$ cat config.mk
export PLATFORM = sky130hd
export DESIGN_NAME = audio_sample_scheduler
export DESIGN_NICKNAME = d
export VERILOG_FILES = /design/src/rtl/audio_sample_scheduler.sv
export SDC_FILE = /design/constraint.sdc
export NUM_CORES = 1
export LEC_CHECK = 0
export BUFFER_PORTS_ARGS = -buffer_cell sky130_fd_sc_hd__buf_2
export CAP_MARGIN = 20
export CORE_MARGIN = 3
export CORE_UTILIZATION = 61
export CTS_BUF_LIST = sky130_fd_sc_hd__clkbuf_2
export DETAILED_ROUTE_END_ITERATION = 12
export PLACE_DENSITY = 0.81
export SLEW_MARGIN = 20
export SYNTH_ARGS = -nofsm -noshare
export SYNTH_HDL_FRONTEND = slang
export SYNTH_SLANG_ARGS = --single-unit
$ cat constraint.sdc
create_clock -name clk -period 3.37 [get_ports clk]
set_input_delay 0.337 -clock clk [delete_from_list [all_inputs] [get_ports clk]]
set_output_delay 0.337 -clock clk [all_outputs]
set_load 0.01 [all_outputs]
$ cat src/rtl/audio_sample_scheduler.sv
// Frame-rate sample scheduler between the FIR output and the DAC serializer.
// Buffers FIR samples, selects FIR / test tone / mute, and updates dac_data once per LRCK frame.
module audio_sample_scheduler #(
   parameter int                          SAMPLE_W    = 16,
   parameter int                          FIFO_DEPTH  = 8,
   parameter int                          PRIME_LEVEL = 4,
   parameter int                          TONE_HALF   = 24,
   parameter logic signed [SAMPLE_W-1:0]  TONE_AMP    = 16'sh2000
) (
   input  logic                           clk,
   input  logic                           rst,
   input  logic                           fir_valid,
   input  logic signed [SAMPLE_W-1:0]     fir_sample,
   output logic                           fir_ready,
   input  logic [1:0]                     src_sel,
   input  logic                           AUD_DACLRCK,
   output logic [2*SAMPLE_W-1:0]          dac_data,
   output logic [1:0]                     state_out,
   output logic [$clog2(FIFO_DEPTH):0]    fifo_level,
   output logic [15:0]                    underflow_cnt
);

   localparam int AW  = $clog2(FIFO_DEPTH);
   localparam int LW  = AW + 1;
   localparam int TCW = $clog2(TONE_HALF + 1);

   typedef enum logic [1:0] {
      S_MUTE     = 2'd0,
      S_PRIME    = 2'd1,
      S_RUN_FIR  = 2'd2,
      S_RUN_TONE = 2'd3
   } state_t;

   typedef enum logic [1:0] {
      DS_ZERO = 2'd0,
      DS_FIFO = 2'd1,
      DS_TONE = 2'd2
   } dac_sel_t;

   function automatic logic [15:0] sat_inc16(input logic [15:0] v);
      return (v == 16'hFFFF) ? v : v + 16'd1;
   endfunction

   function automatic logic signed [SAMPLE_W-1:0] tone_sample(input logic ph);
      return ph ? -TONE_AMP : TONE_AMP;
   endfunction

   // LRCK synchronizer (p0, p1) and edge-detect flop (p2)
   logic lrck_p0, lrck_p1, lrck_p2;
   logic frame_tick;

   always_ff @(posedge clk or negedge rst) begin
      if (!rst) begin
         lrck_p0 <= 1'b0;
         lrck_p1 <= 1'b0;
         lrck_p2 <= 1'b0;
      end else begin
         lrck_p0 <= AUD_DACLRCK;
         lrck_p1 <= lrck_p0;
         lrck_p2 <= lrck_p1;
      end
   end

   assign frame_tick = lrck_p2 & ~lrck_p1;

   // Sample FIFO
   logic signed [SAMPLE_W-1:0] mem [FIFO_DEPTH];
   logic [AW-1:0]              wr_ptr, rd_ptr;
   logic [LW-1:0]              level;
   logic                       push, pop, flush;
   logic                       fifo_empty;
   logic signed [SAMPLE_W-1:0] pop_data;

   assign fir_ready  = (level != LW'(FIFO_DEPTH));
   assign push       = fir_valid & fir_ready;
   assign fifo_empty = (level == '0);
   assign pop_data   = mem[rd_ptr];
   assign fifo_level = level;

   always_ff @(posedge clk) begin
      if (push)
         mem[wr_ptr] <= fir_sample;
   end

   // A flush keeps a sample pushed on the same cycle; only older contents are dropped.
   always_ff @(posedge clk or negedge rst) begin
      if (!rst) begin
         wr_ptr <= '0;
         rd_ptr <= '0;
         level  <= '0;
      end else if (flush) begin
         rd_ptr <= wr_ptr;
         wr_ptr <= wr_ptr + AW'(push);
         level  <= LW'(push);
      end else begin
         wr_ptr <= wr_ptr + AW'(push);
         rd_ptr <= rd_ptr + AW'(pop);
         level  <= level + LW'(push) - LW'(pop);
      end
   end

   // Frame FSM: acts only on frame_tick
   state_t   state, state_nx;
   dac_sel_t dac_sel;
   logic     dac_ld, uf_inc, tone_rst, tone_adv;
   logic     src_fir, src_tone;

   assign src_fir  = (src_sel == 2'd0);
   assign src_tone = (src_sel == 2'd1);

   always_ff @(posedge clk or negedge rst) begin
      if (!rst)
         state <= S_MUTE;
      else
         state <= state_nx;
   end

   always_comb begin
      state_nx = state;
      pop      = 1'b0;
      flush    = 1'b0;
      dac_ld   = 1'b0;
      dac_sel  = DS_ZERO;
      uf_inc   = 1'b0;
      tone_rst = 1'b0;
      tone_adv = 1'b0;
      if (frame_tick) begin
         unique case (state)
            S_MUTE: begin
               dac_ld = 1'b1;
               if (src_fir) begin
                  state_nx = S_PRIME;
               end else begin
                  flush = 1'b1;
                  if (src_tone) begin
                     state_nx = S_RUN_TONE;
                     tone_rst = 1'b1;
                  end
               end
            end
            S_PRIME: begin
               dac_ld = 1'b1;
               if (!src_fir) begin
                  state_nx = S_MUTE;
               end else if (level >= LW'(PRIME_LEVEL)) begin
                  state_nx = S_RUN_FIR;
                  pop      = 1'b1;
                  dac_sel  = DS_FIFO;
               end
            end
            S_RUN_FIR: begin
               if (src_fir) begin
                  if (fifo_empty) begin
                     uf_inc   = 1'b1;
                     state_nx = S_PRIME;
                  end else begin
                     pop     = 1'b1;
                     dac_ld  = 1'b1;
                     dac_sel = DS_FIFO;
                  end
               end else if (src_tone) begin
                  flush    = 1'b1;
                  dac_ld   = 1'b1;
                  dac_sel  = DS_TONE;
                  tone_adv = 1'b1;
                  state_nx = S_RUN_TONE;
               end else begin
                  dac_ld   = 1'b1;
                  state_nx = S_MUTE;
               end
            end
            S_RUN_TONE: begin
               dac_ld = 1'b1;
               if (src_tone) begin
                  dac_sel  = DS_TONE;
                  tone_adv = 1'b1;
               end else if (src_fir) begin
                  state_nx = S_PRIME;
               end else begin
                  state_nx = S_MUTE;
               end
            end
         endcase
      end
   end

   assign state_out = (state == S_RUN_TONE) ? 2'd2 : 2'(state);

   // Test-tone generator: phase flips every TONE_HALF emitted frames
   logic [TCW-1:0] tone_cnt;
   logic           tone_phase;

   always_ff @(posedge clk or negedge rst) begin
      if (!rst) begin
         tone_cnt   <= '0;
         tone_phase <= 1'b0;
      end else if (tone_rst) begin
         tone_cnt   <= '0;
         tone_phase <= 1'b0;
      end else if (tone_adv) begin
         if (tone_cnt == TCW'(TONE_HALF - 1)) begin
            tone_cnt   <= '0;
            tone_phase <= ~tone_phase;
         end else begin
            tone_cnt <= tone_cnt + TCW'(1);
         end
      end
   end

   // Output word and underflow counter
   logic signed [SAMPLE_W-1:0] tone_val;
   assign tone_val = tone_sample(tone_phase);

   always_ff @(posedge clk or negedge rst) begin
      if (!rst) begin
         dac_data <= '0;
      end else if (dac_ld) begin
         unique case (dac_sel)
            DS_FIFO: dac_data <= {pop_data, pop_data};
            DS_TONE: dac_data <= {tone_val, tone_val};
            default: dac_data <= '0;
         endcase
      end
   end

   always_ff @(posedge clk or negedge rst) begin
      if (!rst)
         underflow_cnt <= '0;
      else if (uf_inc)
         underflow_cnt <= sat_inc16(underflow_cnt);
   end

endmodule

==> run summary, run 1 <==
Outcome: completed
Vias per cell: 5.80
Wirelength, routed: 14700 um
Crit-path max cell delay: 0.43 ns
Worst-path clk slew: 0.24 ns
YS warnings: 0
Initial DRC Count: 482
Post-synth EDFFs: 128
Min Tclk post-route: 2.87 ns
RR Startpoint: fifo_level[2]$_DFF_PN0_
Synth-to-Final Area Change: 13.1%
Hold EP: underflow_cnt[4]$_DFFE_PN0P_
Sw frac: 31.9%
Top FF cell, synth: edfxtp_1
Pwr/cell area: 670 nW/um2
CP Max Fanout: 4
Slew margin rel.: 37.0%
Tcrit/Tclk final: 85.2%
Seq cells post-synth: 181
Worst Path Buf+Inv: 3
Syn avg cell area: 16.1 um2
CTS Buf Count: 17
Async S/R FF share, synth: 29.3%
CTS tree: done
Critical path class: reg2reg
# setup viols final: 0
CP required: 4.03 ns
Pin count of the biggest net entering global routing: 42
Fmax: 348 MHz
Synth Net Count: 517
Post-DP Area: 8180 um2
Final Net Count: 615
Final Skew: 0.0275 ns
Fillcell total: 806
IO Port Bufs: 76
Worst Min Path Start: src_sel[0]
Clock sink count: 181
Global-route wire length before repair: 23700 um
Post-Syn Area: 7660 um2
Wirelength per Cell: 19.5 um
Core Area: 12200 um2
CTS Buffer Depth: 2
Final Non-Filler Cells: 754
GRT Residual Overflow: 0
Endpoint class of the critical path: flip-flop
Crit-path slowest cell: dfrtp_1
R2r endpoint: fifo_level[2]$_DFF_PN0_
Final Max Tran Viols: 0
Overall Global Routing Usage: 22.4%
Worst-margin pin slew: 0.945 ns
Worst R2R Setup Slack: 0.50 ns
Crit path max-delay family: adder cells
P_sw: 0.00185 W
CTS resizes: 0
Type of the worst min-delay path: in2reg
Std-Cell Rows: 40
Clock share of power: 19.7%
DRC: 0
Crit path DAT: 3.53 ns
Design Area, Final: 8660 um2
First-pass DRT Iterations: 5
Comb pwr share: 28.2%
Max Cap Violations: 0
Crit start category: flip-flop
Clk root buf: clkbuf_2
Dpl hpwl: 9530 um
Post-Place Cells: 701
Netlist cell types: 50
Setup TNS: 0 ns
Synth Instances: 475
WHS Path Cells: 4
Flop pwr share: 52.1%
Final WS setup: 0.500 ns
Share of post-route cells with drive strength above 1: 29.4%
Final Hold Fails: 0
RSZ-0062 raised after global routing: false
Internal power: 0.00395 W
Critical path, cell by cell: inv_1 > ha_1 > inv_1 > o311ai_0 > a21oi_1 > and2_1 > ha_1 > inv_1 > ha_1 > fa_1 > xor2_1 > and2_1
DR vias: 4373
Die Ht: 118 um
Reg2Reg Depth: 12
Die Area: 13900 um2
Vias in the first global route: 4505
N_diodes: 0
Gpl congestion: 0.913
Post-CTS Setup Bufs: 0
DIE WIDTH: 118 um
Pre-CTS setup slack: 0.527 ns
Initial core utilization: 63.0%
Leakage: 3.45 nW
Clk Latency, worst-skew pair: 0.72 ns
Sequential fraction of the synthesis area: 67.5%
Initial antenna violation count: 0
Antenna-violating nets left: 0
Max VDD drop: 0.355 mV
Io pins: 77
H-tree depth: 4
cell usage after synthesis, types with 2 or more instances:
library cell,number,area (um2)
inv_1,13,48.8
nand3_1,7,35.0
o21ai_0,9,45.0
nand4_1,5,31.3
edfxtp_1,128,3840
mux2_2,12,135
o21ai_1,13,65.1
dfrtp_1,53,1330
nor3_1,10,50.1
xor2_1,11,96.3
ha_1,19,238
o22ai_1,3,18.8
nand2_1,33,124
mux2i_1,16,160
mux4_2,30,676
xnor2_1,4,35.0
and4b_1,2,20.0
buf_4,16,120
buf_6,2,22.5
and3_1,4,25.0
buf_2,7,35.0
nor2_1,14,52.6
clkbuf_1,4,15.0
a31oi_1,6,37.5
nor4_1,6,37.5
a22o_1,2,17.5
and2_1,7,43.8
nor3b_1,3,22.5
a21oi_1,11,55.1
nand2b_1,5,31.3
worst min-delay path: stages:
cell	delay, ns
buf_2	0.18
nor4_4	0.09
a31oi_1	0.16
a31oi_1	0.05
power groups by stage:
stage / clock network [W] / registers, W / logic, W
final: 0.00114 / 0.00302 / 0.00164
after global routing: 0.00129 / 0.00307 / 0.00177
after CTS: 0.00118 / 0.00303 / 0.00164
after detailed placement: 0 / 0.00307 / 0.00161
after global placement: 0 / 0.00305 / 0.00156
after floorplan: 0 / 0.00291 / 0.00122
sequential cells by signal, indices dropped and copies added, names as in the netlist, 2 cells and up:
name / count
rd_ptr: 3
dac_data: 16
fifo_level: 4
wr_ptr: 3
mem: 128
state: 2
tone_cnt: 5
underflow_cnt: 16
placed cells by master, fill, tap and decap left out, types with 5 or more instances in the layout:
cell type and instances:
and2_1 7, nor3_1 6, clkbuf_2 17, inv_1 13, mux4_2 30, clkinv_4 5
dlygate4sd3_1 21, edfxtp_1 128, buf_4 11, nand3_1 7, a21oi_1 11, o21ai_0 9
ha_1 19, mux2_2 12, buf_2 76, mux2i_1 16, nor2_1 14, nand2b_1 5
dfrtp_1 52, o21ai_1 13, nor4_1 5, xor2_1 11, a31oi_1 6, nand2_1 33
nand4_1 5, nor3_2 5
metal layers:
| metal | GRT usage [%] | vias to the layer above | part of all wire [%] |
|---|---|---|---|
| met3 | 6.01 | 16 | 4.6 |
| met4 | 8.06 | 0 | 1.2 |
| li1 | - | 2001 | - |
| met2 | 36.3 | 142 | 51 |
| met5 | 0 | - | 0 |
| met1 | 29.7 | 2214 | 43 |
timing repair:
item	in CTS	in global routing
endpoints found under the hold margin	182	2
endpoints found under the setup margin	0	0
hold buffers	19	2
final cells by class:
cell class	instances	area [um2]	share of cell area [%]
Inverter	13	48.8	0.564
Clock buffer	17	85.1	0.983
Clock inverter	15	180	2.08
Timing Repair Buffer	109	693	8.01
Sequential cell	181	5170	59.7
Tap cell	168	210	2.43
Multi-Input combinational cell	251	2270	26.2
how the worst max path moves through the flow:
stage / slack, ns / endpoint / startpoint / cells after the start
3_5_place_dp: 0.53 / fifo_level[2]$_DFF_PN0_ / fifo_level[2]$_DFF_PN0_ / 12
4_1_cts: 0.49 / fifo_level[2]$_DFF_PN0_ / fifo_level[2]$_DFF_PN0_ / 12
5_1_grt: 0.28 / fifo_level[2]$_DFF_PN0_ / fifo_level[2]$_DFF_PN0_ / 12
3_3_place_gp: 0.64 / fifo_level[2]$_DFF_PN0_ / fifo_level[2]$_DFF_PN0_ / 12
2_1_floorplan: 0.41 / mem[0][0]$_DFFE_PP_ / fifo_level[2]$_DFF_PN0_ / 5
6_report: 0.50 / fifo_level[2]$_DFF_PN0_ / fifo_level[2]$_DFF_PN0_ / 12
through the flow:
| step | total power, W | utilization, % | hold slack (ns) |
|---|---|---|---|
| after floorplan | 0.00413 | - | 0.0414 |
| after global placement | 0.00461 | 67.3 | 0.240 |
| after detailed placement | 0.00468 | 67.3 | 0.248 |
| after CTS | 0.00584 | 71.0 | 0.00745 |
| after global routing | 0.00613 | 71.2 | 0.0154 |
| final | 0.00580 | 71.2 | 0.0878 |
kinds of logic after synthesis:
logic type | Yosys count | share of synthesized area (%)
buf+inv | 43 | 3.20
fa+ha+maj | 20 | 3.37
simple gates | 107 | 7.55
compound gates | 50 | 3.82
xor+xnor | 15 | 1.72
flops | 181 | 67.5
mux | 59 | 12.8
Note: power is estimated with default switching activity, not from simulation.
==> inputs of run 2 (changes only) <==
Settings changed: CORE_UTILIZATION 61 to 59, CTS_BUF_LIST sky130_fd_sc_hd__clkbuf_2 to unset, PLACE_DENSITY 0.81 to 0.79.
==> run summary, run 2 (synthesis gave the netlist of run 1 again) <==
CTS Buf Count: 17 (unchanged)
Pwr/cell area: 762 nW/um2 (+14%)
Type of the worst min-delay path: in2reg
Leakage: 3.51 nW (+1.7%)
Critical Path Stages: 12 (unchanged)
Hold WS: 0.178 ns (+0.0902 ns)
Gpl congestion: 0.897 (-1.8%)
Worst-path clk slew: 0.07 ns (-0.17 ns)
Clock sink count: 181 (unchanged)
Io pins: 77 (unchanged)
Antenna-violating nets left: 0 (unchanged)
DR vias: 4332 (-0.94%)
CTS tree: done
Worst-margin pin slew: 0.929 ns (-0.0153 ns)
Std-Cell Rows: 40 (unchanged)
Final Max Tran Viols: 0 (unchanged)
First-pass DRT Iterations: 5 (unchanged)
Outcome: completed
Synth-to-Final Area Change: 15.2%
Largest register FFs: 128 (unchanged)
Fillcell total: 791 (-1.9%)
GRT Residual Overflow: 0 (unchanged)
CP Max Fanout: 4 (unchanged)
Critical path, cell by cell: inv_1 > ha_1 > inv_1 > o311ai_0 > a21oi_1 > and2_1 > ha_1 > inv_1 > ha_1 > fa_1 > xor2_1 > and2_1
Initial DRC Count: 369 (-23%)
Crit-path slowest cell: o311ai_0
Setup TNS: 0 ns (unchanged)
Dpl hpwl: 9290 um (-2.5%)
H-tree depth: 4 (unchanged)
Initial antenna violation count: 1 (+1)
DRC: 0 (unchanged)
Die Area: 14400 um2 (+3.2%)
Post-CTS Setup Bufs: 0 (unchanged)
DIE WIDTH: 120 um (+1.6%)
Die Ht: 120 um (+1.6%)
Endpoint class of the critical path: flip-flop
Crit path max-delay family: adder cells
Clk root buf: clkbuf_16
Worst Path Buf+Inv: 3 (unchanged)
Most common cell after layout, fill and taps aside: edfxtp_1
Fmax: 337 MHz (-3.1%)
Vias in the first global route: 4244 (-5.8%)
# setup viols final: 0 (unchanged)
CP required: 3.68 ns (-0.35 ns)
Share of post-route cells with drive strength above 1: 30.3% (+0.98 points)
Largest regs: mem x128, dac_data x16, underflow_cnt x16
Area of the multi-input gates: 2270 um2 (unchanged)
Overall Global Routing Usage: 21.8% (-0.67 points)
Wirelength, routed: 14900 um (+1.1%)
Vias per cell: 5.89 (+1.6%)
Pin count of the biggest net entering global routing: 42 (unchanged)
CP startpoint: fifo_level[2]$_DFF_PN0_
Initial core utilization: 61.9% (-1.0 points)
Final Net Count: 596 (-3.1%)
RR Startpoint: fifo_level[2]$_DFF_PN0_
CTS Buffer Depth: 2 (unchanged)
Critical path class: reg2reg
Slew margin rel.: 38.1% (+1.0 points)
Worst setup path endpoint: fifo_level[2]$_DFF_PN0_
N_diodes: 0 (unchanged)
Crit path DAT: 3.28 ns (-0.25 ns)
Global-route wire length before repair: 23300 um (-1.7%)
Crit-path max cell delay: 0.43 ns (about the same)
Most frequent cells in the layout: 128 x edfxtp_1, 76 x buf_2, 52 x dfrtp_1
Max Cap Violations: 0 (unchanged)
Final Skew: 0.00965 ns (-0.0179 ns)
Wirelength per Cell: 20.2 um (+3.7%)
Reg2Reg Depth: 12 (unchanged)
Clk Latency, worst-skew pair: 0.42 ns (-0.30 ns)
Worst R2R Setup Slack: 0.41 ns (-0.09 ns)
RSZ-0062 raised after global routing: false
Max VDD drop: 0.514 mV (+45%)
Register cell area after layout: 5170 um2 (unchanged)
Tcrit/Tclk final: 87.9% (+2.8 points)
R2r endpoint: fifo_level[2]$_DFF_PN0_
IO Port Bufs: 76 (unchanged)
Min Tclk post-route: 2.96 ns (+0.0932 ns)
Worst Min Path Start: fir_sample[5]
Crit start category: flip-flop
Core Area: 12400 um2 (+1.6%)
Register bank with the most flops: mem
Final Hold Fails: 0 (unchanged)
[run 2: changes by cell type in the layout (fill, tap and decap cells not counted), moves of 2 or more]
cell and delta:
clkbuf_16 +17, clkbuf_2 -17, clkinv_4 -2, dlygate4sd3_1 -19
[run 2: cell type report]
class	count	area share [%]
sequential	181	58.6
clock inverter	14	2.27
timing repair buffer	90	5.56
tap	168	2.38
multi-input combinational	251	25.7
clock buffer	18	4.87
inverter	13	0.553
[run 2: routing by layer]
layer | vias to the layer above | wire length [um] | track usage, % | share of wire (%)
met1 | 2171 | 6140 | 28.9 | 41
met4 | 2 | 295 | 8.88 | 2.0
met3 | 31 | 960 | 5.80 | 6.5
li1 | 1966 | - | - | -
met2 | 162 | 7460 | 34.5 | 50
met5 | - | 7 | 0 | 0.047
[run 2: repair_timing]
action / CTS / global route
endpoints found under the hold margin: 12 / 1
hold buffers: 1 / 1
gates resized for setup: 0 / 0
[run 2: how the worst min path moves through the flow]
stage,end,slack [ns],cells after the start
finish,mem[3][5]$_DFFE_PP_,0.18,1
global route,mem[7][15]$_DFFE_PP_,0.18,1
floorplan,dac_data[15]$_DFFE_PN0P_,0.04,0
detailed placement,fifo_level[1]$_DFF_PN0_,0.25,1
global placement,fifo_level[1]$_DFF_PN0_,0.24,1
CTS,lrck_p0$_DFF_PN0_,0.004,1
[run 2: per-stage QoR]
| stage | setup slack [ns] | instances | utilization, % | power, W | area (um2) |
|---|---|---|---|---|---|
| floorplan | 0.409 | 475 | - | 0.00413 | 7660 |
| global placement | 0.639 | 701 | 66.1 | 0.00457 | 8170 |
| detailed placement | 0.479 | 701 | 66.1 | 0.00467 | 8170 |
| CTS | 0.437 | 734 | 71.3 | 0.00676 | 8810 |
| global route | 0.201 | 735 | 71.3 | 0.00702 | 8820 |
| finish | 0.407 | 735 | 71.3 | 0.00672 | 8820 |
[run 2: power by group]
part	internal [W]	leakage [nW]	switching [W]
sequential	0.00272	1.86	0.000324
clock	0.00125	0.298	0.000845
combinational	0.000780	1.35	0.000794
total	0.00475	3.51	0.00196
